### config.mk
export PLATFORM = sky130hd
export DESIGN_NAME = instruction_fetch
export DESIGN_NICKNAME = d
export VERILOG_FILES = /design/src/rtl/ppc_types.sv /design/src/rtl/instruction_fetch_fifo.sv /design/src/rtl/instruction_fetch.sv
export SDC_FILE = /design/constraint.sdc
export NUM_CORES = 1
export LEC_CHECK = 0
export ABC_AREA = 1
export CAP_MARGIN = 10
export CORE_AREA = 3 3 187 189
export DETAILED_ROUTE_END_ITERATION = 7
export DIE_AREA = 0 0 190 192
export PLACE_DENSITY = 0.68
export RECOVER_POWER = 50
export REMOVE_ABC_BUFFERS = 1
export SETUP_SLACK_MARGIN = 0.5
export SLEW_MARGIN = 20
export SYNTH_ARGS = -nofsm -noshare
export SYNTH_HDL_FRONTEND = slang
export SYNTH_SLANG_ARGS = --single-unit
export TNS_END_PERCENT = 30
### constraint.sdc
create_clock -name clk -period 4.11 [get_ports clk]
set_input_delay 0.411 -clock clk [delete_from_list [all_inputs] [get_ports clk]]
set_output_delay 0.411 -clock clk [all_outputs]
set_load 0.005 [all_outputs]
### src/rtl/ppc_types.sv
// Shared fetch-path types: buffered instruction entry and fetch FSM states.
package ppc_types;

  typedef struct packed {
    logic [0:31] instruction;
    logic [0:31] addr;
  } fetch_entry_t;

  typedef enum logic [1:0] {
    IDLE,
    FETCH,
    DRAIN
  } fetch_state_t;

  localparam logic [0:31] WORD_MASK = 32'hFFFF_FFFC;

  function automatic logic [0:31] word_align(input logic [0:31] a);
    return a & WORD_MASK;
  endfunction

endpackage

### src/rtl/instruction_fetch_fifo.sv
// fetch_fifo: power-of-two circular buffer of fetch entries with synchronous flush.
// Head is shown combinationally and reads as zero when empty.
module fetch_fifo
  import ppc_types::*;
#(
  parameter int DEPTH = 4,
  localparam int AW = $clog2(DEPTH),
  localparam int CW = AW + 1
) (
  input  logic         clk,
  input  logic         rst,
  input  logic         flush,
  input  logic         push,
  input  fetch_entry_t push_data,
  input  logic         pop,
  output fetch_entry_t head,
  output logic         empty,
  output logic [CW-1:0] count
);

  fetch_entry_t        mem [DEPTH];
  logic [AW-1:0]       wr_ptr, rd_ptr;
  logic                full, do_push, do_pop;

  assign empty   = (count == '0);
  assign full    = (count == CW'(DEPTH));
  // A pop frees the slot in the same cycle, so push-on-full is legal with pop.
  assign do_push = push && (!full || pop);
  assign do_pop  = pop && !empty;
  assign head    = empty ? '0 : mem[rd_ptr];

  always_ff @(posedge clk or negedge rst) begin
    if (!rst) begin
      wr_ptr <= '0;
      rd_ptr <= '0;
      count  <= '0;
    end else if (flush) begin
      wr_ptr <= '0;
      rd_ptr <= '0;
      count  <= '0;
    end else begin
      if (do_push) wr_ptr <= wr_ptr + AW'(1);
      if (do_pop)  rd_ptr <= rd_ptr + AW'(1);
      case ({do_push, do_pop})
        2'b10:   count <= count + CW'(1);
        2'b01:   count <= count - CW'(1);
        default: count <= count;
      endcase
    end
  end

  always_ff @(posedge clk) begin
    if (do_push && !flush) mem[wr_ptr] <= push_data;
  end

  overflow_chk: assert property (@(posedge clk) disable iff (!rst) !(push && full && !pop));

endmodule

### src/rtl/instruction_fetch.sv
// instruction_fetch: PC, request credit, redirect/drain FSM and response buffering.
// Optional FETCH_PERF_COUNTERS_EN adds stall_cycles / redirect_count outputs.
module instruction_fetch
  import ppc_types::*;
#(
  parameter logic [0:31] RESET_VECTOR    = 32'h0000_0000,
  parameter int          FETCH_DEPTH     = 4,
  parameter int          MAX_OUTSTANDING = 4
) (
  input  logic        clk,
  input  logic        rst,
  input  logic        fetch_enable,
  input  logic        redirect_valid,
  input  logic [0:31] redirect_target,
  output logic        mem_req_valid,
  input  logic        mem_req_ready,
  output logic [0:31] mem_req_addr,
  input  logic        mem_resp_valid,
  input  logic [0:31] mem_resp_data,
  output logic        instruction_valid,
  input  logic        instruction_ready,
  output logic [0:31] instruction,
  output logic [0:31] instruction_addr
`ifdef FETCH_PERF_COUNTERS_EN
  ,
  output logic [0:31] stall_cycles,
  output logic [0:31] redirect_count
`endif
);

  localparam int          CW      = $clog2(FETCH_DEPTH) + 1;
  localparam logic [CW:0] DEPTH_L = (CW+1)'(FETCH_DEPTH);
  localparam logic [CW-1:0] MAX_L = CW'(MAX_OUTSTANDING);

  fetch_state_t  state;
  logic [0:31]   pc, resp_pc;
  logic [CW-1:0] outstanding, outstanding_nxt, discard, discard_redir, fifo_count;
  logic          fifo_empty, can_issue, req_fire, push, pop;
  fetch_entry_t  head, push_entry;

  // Credit: every in-flight request must have a FIFO slot reserved for it.
  assign can_issue = fetch_enable
                  && (({1'b0, outstanding} + {1'b0, fifo_count}) < DEPTH_L)
                  && (outstanding < MAX_L);
  assign mem_req_valid = (state == FETCH) && can_issue && !redirect_valid;
  assign mem_req_addr  = pc;
  assign req_fire      = mem_req_valid && mem_req_ready;

  assign push = mem_resp_valid && !redirect_valid && (state != DRAIN);
  assign pop  = instruction_ready && instruction_valid && !redirect_valid;
  assign push_entry = '{instruction: mem_resp_data, addr: resp_pc};

  assign discard_redir = mem_resp_valid ? outstanding - CW'(1) : outstanding;

  always_comb begin
    outstanding_nxt = outstanding;
    case ({req_fire, mem_resp_valid})
      2'b10:   outstanding_nxt = outstanding + CW'(1);
      2'b01:   outstanding_nxt = outstanding - CW'(1);
      default: outstanding_nxt = outstanding;
    endcase
  end

  always_ff @(posedge clk or negedge rst) begin
    if (!rst) begin
      state       <= IDLE;
      pc          <= RESET_VECTOR;
      resp_pc     <= RESET_VECTOR;
      outstanding <= '0;
      discard     <= '0;
    end else begin
      outstanding <= outstanding_nxt;
      if (redirect_valid) begin
        pc      <= word_align(redirect_target);
        resp_pc <= word_align(redirect_target);
        discard <= discard_redir;
        if (discard_redir != '0) state <= DRAIN;
        else                     state <= fetch_enable ? FETCH : IDLE;
      end else begin
        if (req_fire) pc      <= pc + 32'd4;
        if (push)     resp_pc <= resp_pc + 32'd4;
        case (state)
          IDLE:  if (fetch_enable) state <= FETCH;
          FETCH: if (!fetch_enable) state <= IDLE;
          DRAIN: if (mem_resp_valid) begin
            discard <= discard - CW'(1);
            if (discard == CW'(1)) state <= fetch_enable ? FETCH : IDLE;
          end
          default: state <= IDLE;
        endcase
      end
    end
  end

  fetch_fifo #(.DEPTH(FETCH_DEPTH)) u_fifo (
    .clk       (clk),
    .rst       (rst),
    .flush     (redirect_valid),
    .push      (push),
    .push_data (push_entry),
    .pop       (pop),
    .head      (head),
    .empty     (fifo_empty),
    .count     (fifo_count)
  );

  assign instruction_valid = !fifo_empty;
  assign instruction       = head.instruction;
  assign instruction_addr  = head.addr;

`ifdef FETCH_PERF_COUNTERS_EN
  always_ff @(posedge clk or negedge rst) begin
    if (!rst) begin
      stall_cycles   <= '0;
      redirect_count <= '0;
    end else begin
      if (instruction_ready && !instruction_valid && fetch_enable && (stall_cycles != '1))
        stall_cycles <= stall_cycles + 32'd1;
      if (redirect_valid && (redirect_count != '1))
        redirect_count <= redirect_count + 32'd1;
    end
  end
`endif

endmodule

After elaboration in Yosys (flattened, before gate mapping)
Memories as Yosys holds them, arrays and structs flattened.
Index checks and enable logic that the tools add are counted.
{ "op_classes": {"order_cmp": 2, "n_reduce_logical": 29, "add_sub_neg": 10, "eq_ne": 13, "n_mux": 26} }
{ "ops": {"columns": ["cell", "count"], "rows": [
  ["two-way mux 32 bit", 4],
  ["adder 32 x 3 -> 32 bit, second input constant", 2],
  ["two-way mux 64 bit", 1],
  ["two-way mux 2 bit", 10],
  ["two-way mux 3 bit", 5],
  ["nonzero test 2 bit", 7],
  ["logical AND 1 bit", 12],
  ["!= test 3 bit, second input constant", 4],
  ["one-hot mux 3 bit (2 select lines)", 2],
  ["subtractor 3 x 1 -> 3 bit, second input constant", 3],
  ["adder 3 x 1 -> 3 bit, second input constant", 2],
  ["== test 2 x 1 -> 1 bit, second input constant", 3],
  ["== test 2 bit, second input constant", 3],
  ["one-hot mux 2 bit (3 select lines)", 1],
  ["nonzero test 3 bit", 2],
  ["adder 2 x 1 -> 2 bit, second input constant", 2],
  ["adder 3 x 3 -> 4 bit", 1],
  ["less-than comparator 4 x 3 -> 1 bit, second input constant", 1],
  ["AND reduction 4 bit", 1],
  ["== test 3 x 1 -> 1 bit, second input constant", 1],
  ["== test 3 bit, second input constant", 1],
  ["zero test 1 bit", 3],
  ["zero test 3 bit", 1],
  ["less-than comparator 3 bit, second input constant", 1],
  ["other kinds (5)", 7]
]} }
{ "word_totals": {"inputBits": 71, "n_memories": 1, "ff_bits": 79, "ramBits": 256, "wordCells": 89} }
{ "mem_list": {"columns": ["memory", "depth", "width", "read_ports", "rd_clocked_by_memory_dff", "write_ports", "line_no", "source"], "rows": [
  ["u_fifo.mem", 4, 64, 1, 0, 1, "instruction_fetch_fifo.sv:21", "fetch_entry_t mem [DEPTH];"]
]} }

Depth between registers and ports, before layout
{ "depth": {"ltp_word": 9, "mapped_depth": 11, "ltp_nobuf": 11} }

Cells and area by module
A second synthesis with hierarchy kept.
{ "unflattened": {"hier_cells": 1570, "hier_area_um2": 15218.3} }
{ "modules_own_cells": {"columns": ["mod", "cells_each", "area_per_inst_um2", "seq_area_each_um2", "instances"], "rows": [
  ["fetch_fifo", 818, 10353.7, 7862.5, 1],
  ["instruction_fetch", 752, 4864.7, 1701.6, 1]
]} }

Worst setup path before layout
No wires, ideal clock.
{ "synth_timing": {"path_kind": "input port to flip-flop", "startpoint": "in mem_resp_valid", "endpoint": "mem u_fifo.mem[0][10] in the netlist's numbering, enable pin", "setup_ns": 0.482, "required_ns": 3.628, "n_path_buf": 1, "arrival_ns": 3.648, "setup_slack_ns": -0.020, "cell_stages": 5, "path_cell_list": "buf_2 -> o21ai_4 -> inv_2 -> o311ai_2 -> nor2_1"} }
{ "synth_between": {"elab_chain_cells": 6} }
{ "synth_rtl": {"columns": ["item", "line_no", "source"], "rows": [
  ["start: declaration", "instruction_fetch.sv:18", "input logic mem_resp_valid,"],
  ["logical AND 1 bit (2 in a row)", "instruction_fetch.sv:49", "assign push = mem_resp_valid && !redirect_valid && (state != DRAIN);"],
  ["logical AND 1 bit", "instruction_fetch_fifo.sv:28", "assign do_push = push && (!full || pop);"],
  ["logical AND 1 bit", "instruction_fetch_fifo.sv:53", "if (do_push && !flush) mem[wr_ptr] <= push_data;"],
  ["two-way mux 1 bit", "instruction_fetch_fifo.sv:53", null],
  ["two-way mux 1 bit (not written as such)", "instruction_fetch_fifo.sv:53", null],
  ["end: declaration", "instruction_fetch_fifo.sv:21", null]
]} }
Every way passes these cells.

Worst setup path after layout
{ "layout_timing": {"startpoint": "reg state[0]", "endpoint": "reg u_fifo.count[2]"} }
{ "layout_between": {"elab_chain_cells": 6} }
{ "layout_rtl": {"columns": ["item", "line_no", "source"], "rows": [
  ["start: declaration", "instruction_fetch.sv:35", "fetch_state_t state;"],
  ["start signal: assignment", "instruction_fetch.sv:78", "else state <= fetch_enable ? FETCH : IDLE;"],
  ["start signal: assignment", "instruction_fetch.sv:87", "if (discard == CW'(1)) state <= fetch_enable ? FETCH : IDLE;"],
  ["!= test 2 bit *", "instruction_fetch.sv:49", null],
  ["logical AND 1 bit *", "instruction_fetch.sv:49", null],
  ["logical AND 1 bit *", "instruction_fetch_fifo.sv:28", null],
  ["== test 2 x 1 -> 1 bit / == test 2 bit (equally long branches)", "instruction_fetch_fifo.sv:44", "case ({do_push, do_pop})"],
  ["one-hot mux 3 bit (2 select lines)", "instruction_fetch_fifo.sv:44", null],
  ["two-way mux 3 bit", "instruction_fetch_fifo.sv:37", "end else if (flush) begin"],
  ["end signal: assignment", "instruction_fetch_fifo.sv:45", "2'b10: count <= count + CW'(1);"],
  ["end signal: assignment", "instruction_fetch_fifo.sv:46", "2'b01: count <= count - CW'(1);"],
  ["end signal: assignment", "instruction_fetch_fifo.sv:47", "default: count <= count;"],
  ["end: declaration", "instruction_fetch_fifo.sv:18", "output logic [CW-1:0] count"]
]} }
Mark *: on every way between the ends. The rest lies on a longest branch, timed or not.
A chain may end at the register's enable or synchronous reset.

==> impl_metrics.yaml <==
placement:
  gp_congestion: 0.890
  port_buffers: 162
  dp_hpwl_um: 23400
hold_path:
  hold_depth: 4
  hp-start: "redirect_valid"
  min_to: "resp_pc[9]"
  hold_class: "in -> reg"
clock_network:
  clock_path_buffers: 3
  cts_tree: "yes"
  cts_buffers: 36
  clkSinkCount: 323
  clk_pin_slew_ps: 60
  clock_latency_ps: 510
  h-tree-depth: 2
  root_buffer: "clkbuf_16"
setup_path:
  ff2ff_path_depth: 8
  crit_start: "state[0]"
  path_class: "reg -> reg"
  r2r_end: "u_fifo.count[2]"
  worstPathArrival_ps: 3920
  r2r_start: "state[0]"
  ff2ff_setup_slack_ps: 640
  cp-start-kind: "flop"
  worst_setup_path_end_kind: "flop"
  crit_required_ps: 4560
  cp_max_fo: 30
logic_synthesis:
  synthCells: 1555
  avgSynthCellArea_um2: 9.65
  ys_ff_latch: 323
  synthFlopType: "edfxtp_1"
  synth.area.top_cells: "edfxtp_1, dfrtp_1, nor2_1"
  synth_most_common_cell: "nor2_1"
  synth_common_cells: "nor2_1, nand2_1, edfxtp_1"
  synth_edf_count: 248
  post-synth-top-area-cell: "edfxtp_1"
  synth_cell_types: 49
  synth.top_cell.area_share_pct: 49.6
  yosysWarnings: 0
  syn-cell-area_mm2: 0.0150
  yosysSeqAreaShare_pct: 62.1
  ys_async_sr_fraction_pct: 23.2
die:
  die-area_mm2: 0.0365
  io_pins: 169
  start_util_pct: 44.9
  die_h_um: 192
  die_w_um: 190
  coreArea_mm2: 0.0334
  rows: 67
global_route:
  grt_pass1_vias: 11200
  antenna_found_initial: 0
  grt-ovfl-total: 0
  grt_max_degree: 107
  grt_pass1_wl_um: 59100
  gr-usage-all-layers_pct: 20.3
drt:
  drt-initial-drc-count: 781
  wl_per_cell_um: 17.1
  drc: 0
  drt_pass1_iterations: 6
  wl_um: 37300
  viasPerCell: 5.24
  vias: 11400
  drt.antenna.violating_nets: 0
layout:
  syn_to_final_growth_pct: 22.0
  drive_gt1_share_pct: 6.53
  fill_cells: 2834
  fin_nets: 1790
power_and_ir_drop:
  p_leak_nw: 6.85
  vdd_drop_max_uv: 296
  p_per_area_mw_per_mm2: 571
outcome:
  violations: "max-capacitance violations, max-slew violations"
  status: "finished with violations"
sta:
  hold_ws_ps: 458
  max_slew_margin_pct: -16.5
  setup-violations-final: 0
  worstMarginPinSlew_ps: 1730
  rsz0062_at_grt: "no"
  max_freq_mhz: 289
  slew_viol_final: 11
  min_period_ps: 3470
  post-route-period-util_pct: 84.3
  setup_tns_ps: 0
  hold_viol_final: 0
  fin_skew_ps: 9.36
job:
  drv_cap: 1
-- cells in the final DEF (no fill, tap or decap), types with 6 or more instances in the layout --
master	netlist	routed
buf_4	11	11
nor2_2	8	7
a21oi_1	94	94
dfrtp_1	75	73
a31oi_1	12	12
clkbuf_16	0	37
edfxtp_1	248	248
nand3_1	66	66
clkinv_2	0	6
nand4_1	9	9
nor3_1	10	10
nand3b_1	8	8
nor2_1	378	375
buf_12	0	6
o21ai_0	151	152
clkdlybuf4s50_1	0	103
inv_1	78	79
xor2_1	15	15
nand2_1	257	257
clkbuf_1	37	9
inv_2	8	6
ha_1	13	13
nor2_4	4	8
dlygate4sd3_1	0	58
o211ai_1	13	13
-- sequential cells by signal, summed over array words and instances, names as in the netlist --
signal         flops
discard            3
resp_pc           30
outstanding        3
mem_req_addr      30
u_fifo.rd_ptr      2
u_fifo.count       3
u_fifo.wr_ptr      2
state              2
u_fifo.mem       248
-- worst max-delay path by stage --
stage                          endpoint  depth (start not counted)
finish                  u_fifo.count[2]                          8
global route            u_fifo.count[2]                          9
CTS                 instruction_addr[3]                          5
detailed placement    u_fifo.mem[1][22]                          6
global placement      u_fifo.mem[1][60]                          6
floorplan             u_fifo.mem[0][10]                          3
-- stage by stage --
step | util [%] | std cells | instance area, um^2 | total power, W | setup WS [ps]
detailed placement | 51.0 | 2113 | 17100 | 0.00725 | 939
CTS | 54.7 | 2178 | 18300 | 0.0105 | 618
finish | 54.7 | 2180 | 18300 | 0.0105 | 644
floorplan | - | 1485 | 14700 | 0.00559 | -335
global placement | 51.0 | 2113 | 17100 | 0.00719 | 991
global route | 54.7 | 2179 | 18300 | 0.0111 | 360
-- critical path, cell delays in order (launching register included) --
cell,delay [ps]
dfrtp_1,430
o21ai_0,1340
nand2_4,550
nor2_2,350
fa_1,230
xor2_1,180
xor2_1,160
nand3_1,90
nand2_1,70
-- where the power goes --
group	internal, W	switching [W]	total, W
Clock	0.00203	0.00126	0.00329
Combinational	0.00136	0.00162	0.00297
Sequential	0.00386	0.000334	0.00419
Total	0.00724	0.00321	0.0105
-- cell type report --
class	count	area, um^2	share of cell area, %
clock buffer	48	997	5.45
inverter	86	324	1.77
sequential	323	9330	50.9
multi-input combinational	1076	5020	27.4
antenna	1	2.50	0.0137
clock inverter	16	223	1.22
tap	448	561	3.06
timing repair buffer	182	1860	10.1
-- layer usage --
metal	up-vias	track usage [%]	part of all wire [%]
met5	-	0	0
met1	5364	28.3	45
met3	68	3.98	7.1
met2	416	32.7	46
li1	5566	-	-
met4	0	5.40	1.9
-- repair_timing --
action	4_1_cts	5_1_grt
setup endpoints to repair	0	7
hold buffers	1	0
buffers inserted	0	1
hold endpoints to repair	23	0
resized for setup	0	1
-- kinds of logic (layout without fill, tap and decap cells) --
logic type,Yosys count,count (layout),synth area share [%]
adders and majority gates,14,14,1.22
muxes,1,1,0.0750
and+or+nand+nor,755,755,20.7
xor gates and xnor gates,20,20,1.17
other,1,5,0.0250
DFF,323,323,62.1
AOI/OAI and AO/OA,282,282,10.1
buffers and inverters,159,332,4.64
Power figures use the tool's default switching activity.
